$ cat src/rtl/tdm_demux_4_if.sv
// TDM receive bus: serial slot stream in, rebuilt parallel frame and status out.
interface tdm_demux_4_if #(
    parameter int W = 4
);
    logic [W-1:0] din;
    logic         din_valid;
    logic         sof;
    logic [W-1:0] y0;
    logic [W-1:0] y1;
    logic [W-1:0] y2;
    logic [W-1:0] y3;
    logic         frame_valid;
    logic [1:0]   slot;
    logic         locked;
    logic         sync_err;

    modport master (
        output din, din_valid, sof,
        input  y0, y1, y2, y3, frame_valid, slot, locked, sync_err
    );

    modport slave (
        input  din, din_valid, sof,
        output y0, y1, y2, y3, frame_valid, slot, locked, sync_err
    );
endinterface

$ cat src/rtl/tdm_demux_4.sv
// 4-slot TDM demultiplexer: aligns on sof, stages slots 0..2 and publishes
// the whole frame together with a one-cycle frame_valid on the slot-3 beat.
module tdm_demux_4 #(
    parameter int W = 4
) (
    input logic          clk,
    input logic          rst,
    tdm_demux_4_if.slave bus
);
    typedef enum logic {
        HUNT,
        LOCKED
    } state_t;

    state_t       state_q, state_d;
    logic [1:0]   slot_q, slot_d;
    logic [W-1:0] stage_q [3];
    logic [W-1:0] stage_d [3];
    logic [W-1:0] y_q [4];
    logic [W-1:0] y_d [4];
    logic         fv_q, fv_d;
    logic         se_q, se_d;

    always_ff @(posedge clk or posedge rst) begin
        if (rst) begin
            state_q <= HUNT;
            slot_q  <= '0;
            stage_q <= '{default: '0};
            y_q     <= '{default: '0};
            fv_q    <= 1'b0;
            se_q    <= 1'b0;
        end else begin
            state_q <= state_d;
            slot_q  <= slot_d;
            stage_q <= stage_d;
            y_q     <= y_d;
            fv_q    <= fv_d;
            se_q    <= se_d;
        end
    end

    always_comb begin
        state_d = state_q;
        slot_d  = slot_q;
        stage_d = stage_q;
        y_d     = y_q;
        fv_d    = 1'b0;
        se_d    = 1'b0;

        if (bus.din_valid) begin
            unique case (state_q)
                HUNT: begin
                    if (bus.sof) begin
                        stage_d[0] = bus.din;
                        slot_d     = 2'd1;
                        state_d    = LOCKED;
                    end
                end
                LOCKED: begin
                    // A misplaced sof outranks frame completion, even at slot 3.
                    if (bus.sof && (slot_q != 2'd0)) begin
                        se_d       = 1'b1;
                        stage_d[0] = bus.din;
                        slot_d     = 2'd1;
                    end else begin
                        unique case (slot_q)
                            2'd0: stage_d[0] = bus.din;
                            2'd1: stage_d[1] = bus.din;
                            2'd2: stage_d[2] = bus.din;
                            2'd3: begin
                                y_d[0] = stage_q[0];
                                y_d[1] = stage_q[1];
                                y_d[2] = stage_q[2];
                                y_d[3] = bus.din;
                                fv_d   = 1'b1;
                            end
                        endcase
                        slot_d = slot_q + 2'd1;
                    end
                end
                default: state_d = HUNT;
            endcase
        end
    end

    assign bus.y0          = y_q[0];
    assign bus.y1          = y_q[1];
    assign bus.y2          = y_q[2];
    assign bus.y3          = y_q[3];
    assign bus.frame_valid = fv_q;
    assign bus.sync_err    = se_q;
    assign bus.slot        = slot_q;
    assign bus.locked      = (state_q == LOCKED);
endmodule

$ cat src/flat_wrapper.sv
// flat-port wrapper written by rule: the top's interface ports become plain ports
module tdm_demux_4_flat 
#(
    parameter int W = 4
)
  (clk, rst, bus_din, bus_din_valid, bus_sof, bus_y0, bus_y1, bus_y2, bus_y3, bus_frame_valid, bus_slot, bus_locked, bus_sync_err);
  tdm_demux_4_if #(.W(W)) bus_i ();
  input logic clk;
  input logic rst;
  input wire logic [$bits(bus_i.din)-1:0] bus_din;
  input wire logic [$bits(bus_i.din_valid)-1:0] bus_din_valid;
  input wire logic [$bits(bus_i.sof)-1:0] bus_sof;
  output wire logic [$bits(bus_i.y0)-1:0] bus_y0;
  output wire logic [$bits(bus_i.y1)-1:0] bus_y1;
  output wire logic [$bits(bus_i.y2)-1:0] bus_y2;
  output wire logic [$bits(bus_i.y3)-1:0] bus_y3;
  output wire logic [$bits(bus_i.frame_valid)-1:0] bus_frame_valid;
  output wire logic [$bits(bus_i.slot)-1:0] bus_slot;
  output wire logic [$bits(bus_i.locked)-1:0] bus_locked;
  output wire logic [$bits(bus_i.sync_err)-1:0] bus_sync_err;
  assign bus_i.din = bus_din;
  assign bus_i.din_valid = bus_din_valid;
  assign bus_i.sof = bus_sof;
  assign bus_y0 = bus_i.y0;
  assign bus_y1 = bus_i.y1;
  assign bus_y2 = bus_i.y2;
  assign bus_y3 = bus_i.y3;
  assign bus_frame_valid = bus_i.frame_valid;
  assign bus_slot = bus_i.slot;
  assign bus_locked = bus_i.locked;
  assign bus_sync_err = bus_i.sync_err;
  tdm_demux_4 #(.W(W)) u_core (.clk(clk), .rst(rst), .bus(bus_i));
endmodule
$ cat config.mk
export PLATFORM = sky130hd
export DESIGN_NAME = tdm_demux_4_flat
export DESIGN_NICKNAME = d
export VERILOG_FILES = /design/src/rtl/tdm_demux_4_if.sv /design/src/rtl/tdm_demux_4.sv /design/src/flat_wrapper.sv
export SDC_FILE = /design/constraint.sdc
export NUM_CORES = 1
export LEC_CHECK = 0
export CORE_MARGIN = 5
export CORE_UTILIZATION = 40
export CTS_CLUSTER_DIAMETER = 200
export DETAILED_ROUTE_END_ITERATION = 7
export PLACE_DENSITY_LB_ADDON = 0.15
export SLEW_MARGIN = 20
export SYNTH_ARGS = -nofsm -noshare
export SYNTH_HDL_FRONTEND = slang
export SYNTH_SLANG_ARGS = --single-unit
$ cat constraint.sdc
create_clock -name clk -period 2.6 [get_ports clk]
set_clock_uncertainty 0.1 [all_clocks]
set_input_delay 0.39 -clock clk [delete_from_list [all_inputs] [get_ports clk]]
set_output_delay 0.39 -clock clk [all_outputs]
set_load 0.01 [all_outputs]
# Word level (Yosys, flattened, before mapping)
# Index checks and enable logic that the tools add are counted.
[totals]
memories = 0
output_inout_bits = 21
mem_bits_rw = 0
mem_bits_ro = 0
input_bits = 8
latchBits = 0
regBits = 33
[op_classes]
magnitude_cmp = 0
shifts = 0
div = 0
n_mux = 16
add_sub_neg = 1
multipliers = 0
n_reduce_logical = 8
bitwise_logic = 2
eq_ne = 5
[ops]
columns = ["operator", "count"]
rows = [
  ["$mux 4", 3],
  ["$reduce_and 4->1", 3],
  ["$mux 1", 9],
  ["$pmux 4 s2", 1],
  ["$eq 2x2->1 const B", 2],
  ["$mux 2", 2],
  ["$pmux 2 s2", 1],
  ["$ne 3x3->1 const B", 1],
  ["$reduce_and 3->1", 1],
  ["$add 2x1->2 const B", 1],
  ["$eq 2x1->1 const B", 1],
  ["$logic_not 2->1", 1],
  ["$ne 2x2->1 const B", 1],
  ["$not 1->1", 2],
  ["$reduce_and 2->1", 1],
  ["$reduce_bool 2->1", 1],
  ["$logic_and 1x1->1", 1],
]

# Depth between registers and ports, before layout
[logic_depth]
depth_word = 5
depth_mapped = 6
ltp_nobuf = 5

# Worst setup path before layout
# OpenSTA, ideal clock, no wires.
[synth_timing]
path_kind = "register to register"
startpoint = "reg u_core.slot_q[0] (netlist: u_core.bus.slot[0])"
endpoint = "reg u_core.y_q (netlist bit u_core.bus.y0[0])"
slack_ps = 883
stages_incl_launch_ff = 7
setup_ps = 125
arrival_time_ps = 1492
t_required_ps = 2375
period_less_slack_ps = 1717
cell_sequence = "dfrtp_1 > inv_1 > ha_1 > nand2b_4 > nand4_4 > buf_6 > mux2_4"
[synth_between]
elab_chain_len = 4
[synth_rtl]
columns = ["item", "line_no", "source"]
rows = [
  ["from (decl)", "tdm_demux_4.sv:16", "logic [1:0] slot_q, slot_d;"],
  ["from (signal assigned)", "tdm_demux_4.sv:34", "slot_q <= slot_d;"],
  ["$reduce_bool 2->1", "tdm_demux_4.sv:61", "if (bus.sof && (slot_q != 2'd0)) begin"],
  ["$logic_and 1x1->1", "tdm_demux_4.sv:61", ""],
  ["$not 1->1 (no line)", "--", ""],
  ["$reduce_and 4->1 (no line) *", "--", ""],
  ["to (signal assigned)", "tdm_demux_4.sv:36", "y_q <= y_d;"],
  ["to (decl)", "tdm_demux_4.sv:19", "logic [W-1:0] y_q [4];"],
]
# Every way passes the cells marked *; elsewhere a longest branch is shown, timed or not.
# A chain may end at the register's enable or synchronous reset.

# Final worst setup path
[layout_timing]
startpoint = "reg u_core.state_q (netlist: u_core.bus.locked)"
endpoint = "out bus_locked"
[layout_rtl]
columns = ["item", "line_no", "source"]
rows = [
  ["from (decl)", "tdm_demux_4.sv:15", "state_t state_q, state_d;"],
  ["from (signal assigned)", "tdm_demux_4.sv:33", "state_q <= state_d;"],
  ["to (decl)", "flat_wrapper.sv:19", "output wire logic [$bits(bus_i.locked)-1:0] bus_locked;"],
]
# No word-level cell between the ends.

==> out/results.txt <==
The logs give 0.717 for the weighted congestion at the end of routability-driven global placement and 0 ns for the setup total negative slack. The number of antenna violations at the first check in global routing is 0. The run gives 0 as the final hold violation count. Counting instances in the post-synthesis netlist gives the leading cell types as 33 x sky130_fd_sc_hd__dfrtp_1, 19 x sky130_fd_sc_hd__mux2_2, 9 x sky130_fd_sc_hd__mux2_4. The proportion of register bits with asynchronous set or reset after synthesis was 1.00; the data required time of the critical path was 2.11 ns. Cell class contributing the biggest share of worst-path delay: buffers and inverters. The routed layout has 759 vias. The register bit count reported by yosys is 33.

The number of enable flip-flop cells after synthesis is 0. Using the TritonRoute via totals, the vias-per-cell ratio works out to 4.60. The nature of the critical path endpoint is an output port.

The layout net count was 130. The tools report the detailed placement HPWL as 1570 um. In this run the deepest clock path goes through 2 buffers. The H-tree was split into 2 levels. In this run the vertical extent of the chip is 68.4 um. Power density normalized to cell area: 1080 nW/um2. The count of cell types in the netlist is 17, and the synthesis-to-layout area growth is 30.0%.

The largest voltage drop on the vdd net is 0.000465 V, and the via count of the first global-routing pass is 776. Counting the buffers created by CTS gives 5. The final routed wirelength across all metal layers was 2290 um; the wire length per cell after detailed routing was 13.9 um.

The maximum clock frequency was 516 MHz; the largest driver fanout on the critical path was 8. TritonCTS built the clock tree. STA puts the critical path data arrival time at 1.45 ns. Setup repair after global routing left no endpoint under its margin.

The x dimension of the die came out at 68.4 um. Final max-slew violation count: 0. The fraction of synthesized cell area taken by the top area cell type was 0.605.

The count of buffers added on input and output ports is 28. The number of nets produced by synthesis is 97. Walking the worst path, the cells encountered are clkdlybuf4s50_1. Across the run, the number of max-cap violations was 0. The remaining global-route overflow is 0, and the number of top-level pins is 29.

Yosys attributes the largest share of cell area to sky130_fd_sc_hd__dfrtp_1 60%, sky130_fd_sc_hd__mux2_2 16%, sky130_fd_sc_hd__mux2_4 9.9%, sky130_fd_sc_hd__ha_1 3.7%, sky130_fd_sc_hd__nand4_4 1.6%. The library cell contributing the largest single delay on the critical path is sky130_fd_sc_hd__clkdlybuf4s50_1. The synthesized area per cell is 16.1 um2, and the combined buffer and inverter count along the critical path is 1. The count of nets left with antenna violations once routing finished came out at 0.

Clock-pin slew was measured on the worst setup and hold paths at 0.10 ns. For the DRC violation count after routing, the log shows 0. The critical path is of the reg -> out type. In this run the standard cell core region covers 3310 um2.

The logs give 0.721 for the worst slew slack as a fraction of its limit and 34 for the pin count of the biggest net entering global routing. The worst setup path is launched from a flop. The leading area contributor after synthesis is sky130_fd_sc_hd__dfrtp_1.

Cell at the root of the clock tree: sky130_fd_sc_hd__clkbuf_4. Before antenna repair, the detailed router went through 2 iterations. The post-route clock period utilization is 0.745, and the summed instance area of the synthesized netlist is 1370 um2. For the yosys synthesis warning count, the log shows 0. The path class of the tightest hold or removal check is in -> async.

Prior to clock tree synthesis, the placed netlist has a worst setup slack of 0.535 ns. The run gives 0 as the buffer count from post-CTS setup fixing. By instance count, the leading cell after synthesis is sky130_fd_sc_hd__dfrtp_1. The routed design could run at a clock period as short as 1.94 ns. The largest stage delay on the critical path was 0.60 ns. The global-route wire length before repair came out at 3730 um. The fraction of layout instances using a drive strength above 1 was 0.319; the clock latency reported for the late side of the worst-skew pair was 0.33 ns. The initialized floorplan defines 21 standard-cell rows.

The logs give 0.605 for the share of synthesized area occupied by flip-flops and latches and 47 for the first-iteration detailed-routing DRC count. The final worst setup slack is 0.663 ns. The run gives 0 as the number of gates given a new drive strength after cts. The number of antenna repair diodes was 0; the transition time of the tightest slew-check pin was 0.418 ns. The cell count after synthesis is 85, and the hold buffer count at cts is 0. The flow ran to the end, and the final reports show no timing, DRC or antenna violations.

The total routing usage reported by global routing is 0.116, and the initial standard-cell utilization of the core is 0.412. The most frequently used flop master after synthesis was sky130_fd_sc_hd__dfrtp_1. The die area is 4680 um2, and the leakage power is 0.820 nW. The run gives 33 as the number of clock sinks. Setup violations remaining at the end of the flow were counted as 0.
## state kept, by name (all words and copies together), names as in the netlist
| name | flops |
|---|---|
| u_core.bus.slot | 2 |
| u_core.bus.y3 | 4 |
| u_core.bus.y0 | 4 |
| u_core.bus.y2 | 4 |
| u_core.bus.frame_valid | 1 |
| u_core.bus.sync_err | 1 |
| u_core.bus.y1 | 4 |
| u_core.stage_q | 12 |
| u_core.bus.locked | 1 |
## where the power goes
group          leakage [nW]  internal (mW)  switching [mW]  total [mW]
Combinational         0.376          0.463           0.227       0.690
Sequential            0.398          0.722           0.109       0.831
Clock                0.0455          0.230           0.168       0.398
Total                 0.820           1.41           0.505        1.92
## metal layers
layer  share of wire  GRT usage  routed length, um
met4           0.019     0.0596                 44
met1            0.48      0.145               1100
met3           0.057     0.0575                130
met5               0          0                  0
met2            0.44      0.164               1020
## layout make-up
class	count	area, um2
Tap cell	46	57.6
Timing Repair Buffer	29	288
Clock buffer	7	55.1
Inverter	4	15.0
Sequential cell	33	826
Clock inverter	1	30.0
Multi-Input combinational cell	45	503
Fill cell	302	1540
## through the flow
stage                     cells  total power, mW  utilization  hold slack (ns)  area, um2
after detailed placement    157             1.55        0.510            0.390       1690
after global routing        165             2.04        0.536            0.370       1770
after CTS                   165             1.95        0.536            0.331       1770
final                       165             1.92        0.536            0.337       1770
after global placement      157             1.53        0.510            0.382       1690
after floorplan              85             1.21            -            0.375       1370
## placed cells by master (no fill, tap or decap), drive strengths merged
cell type	n
a21o	2
a22o	1
buf	1
bufinv	1
clkbuf	7
clkdlybuf4s50	28
dfrtp	33
ha	4
inv	4
mux2	28
mux2i	1
nand2	2
nand2b	1
nand4	3
nor2	1
nor2b	1
o21ai	1
## worst paths after layout
kind	startpoint	endpoint	slack, ns	cells after the start
max in group asynchronous	rst	u_core.bus.slot[1]	1.76	3
min	rst	u_core.stage_q[11]	0.34	3
min in group clk	u_core.stage_q[5]	u_core.bus.y1[1]	0.41	1
min reg2reg	u_core.stage_q[5]	u_core.bus.y1[1]	0.41	1
max	u_core.bus.locked	bus_locked	0.66	1
max reg2reg	u_core.bus.slot[0]	u_core.bus.y1[1]	0.74	5
## cell families (layout without fill, tap and decap cells)
logic type,Yosys count,in the layout,synth area share
buf+inv,7,41,0.0266
fa+ha+maj,4,4,0.0367
simple gates,8,8,0.0477
flops,33,33,0.605
compound gates,4,4,0.0211
mux,29,29,0.263
No activity file was read; power rests on OpenSTA's default activity.
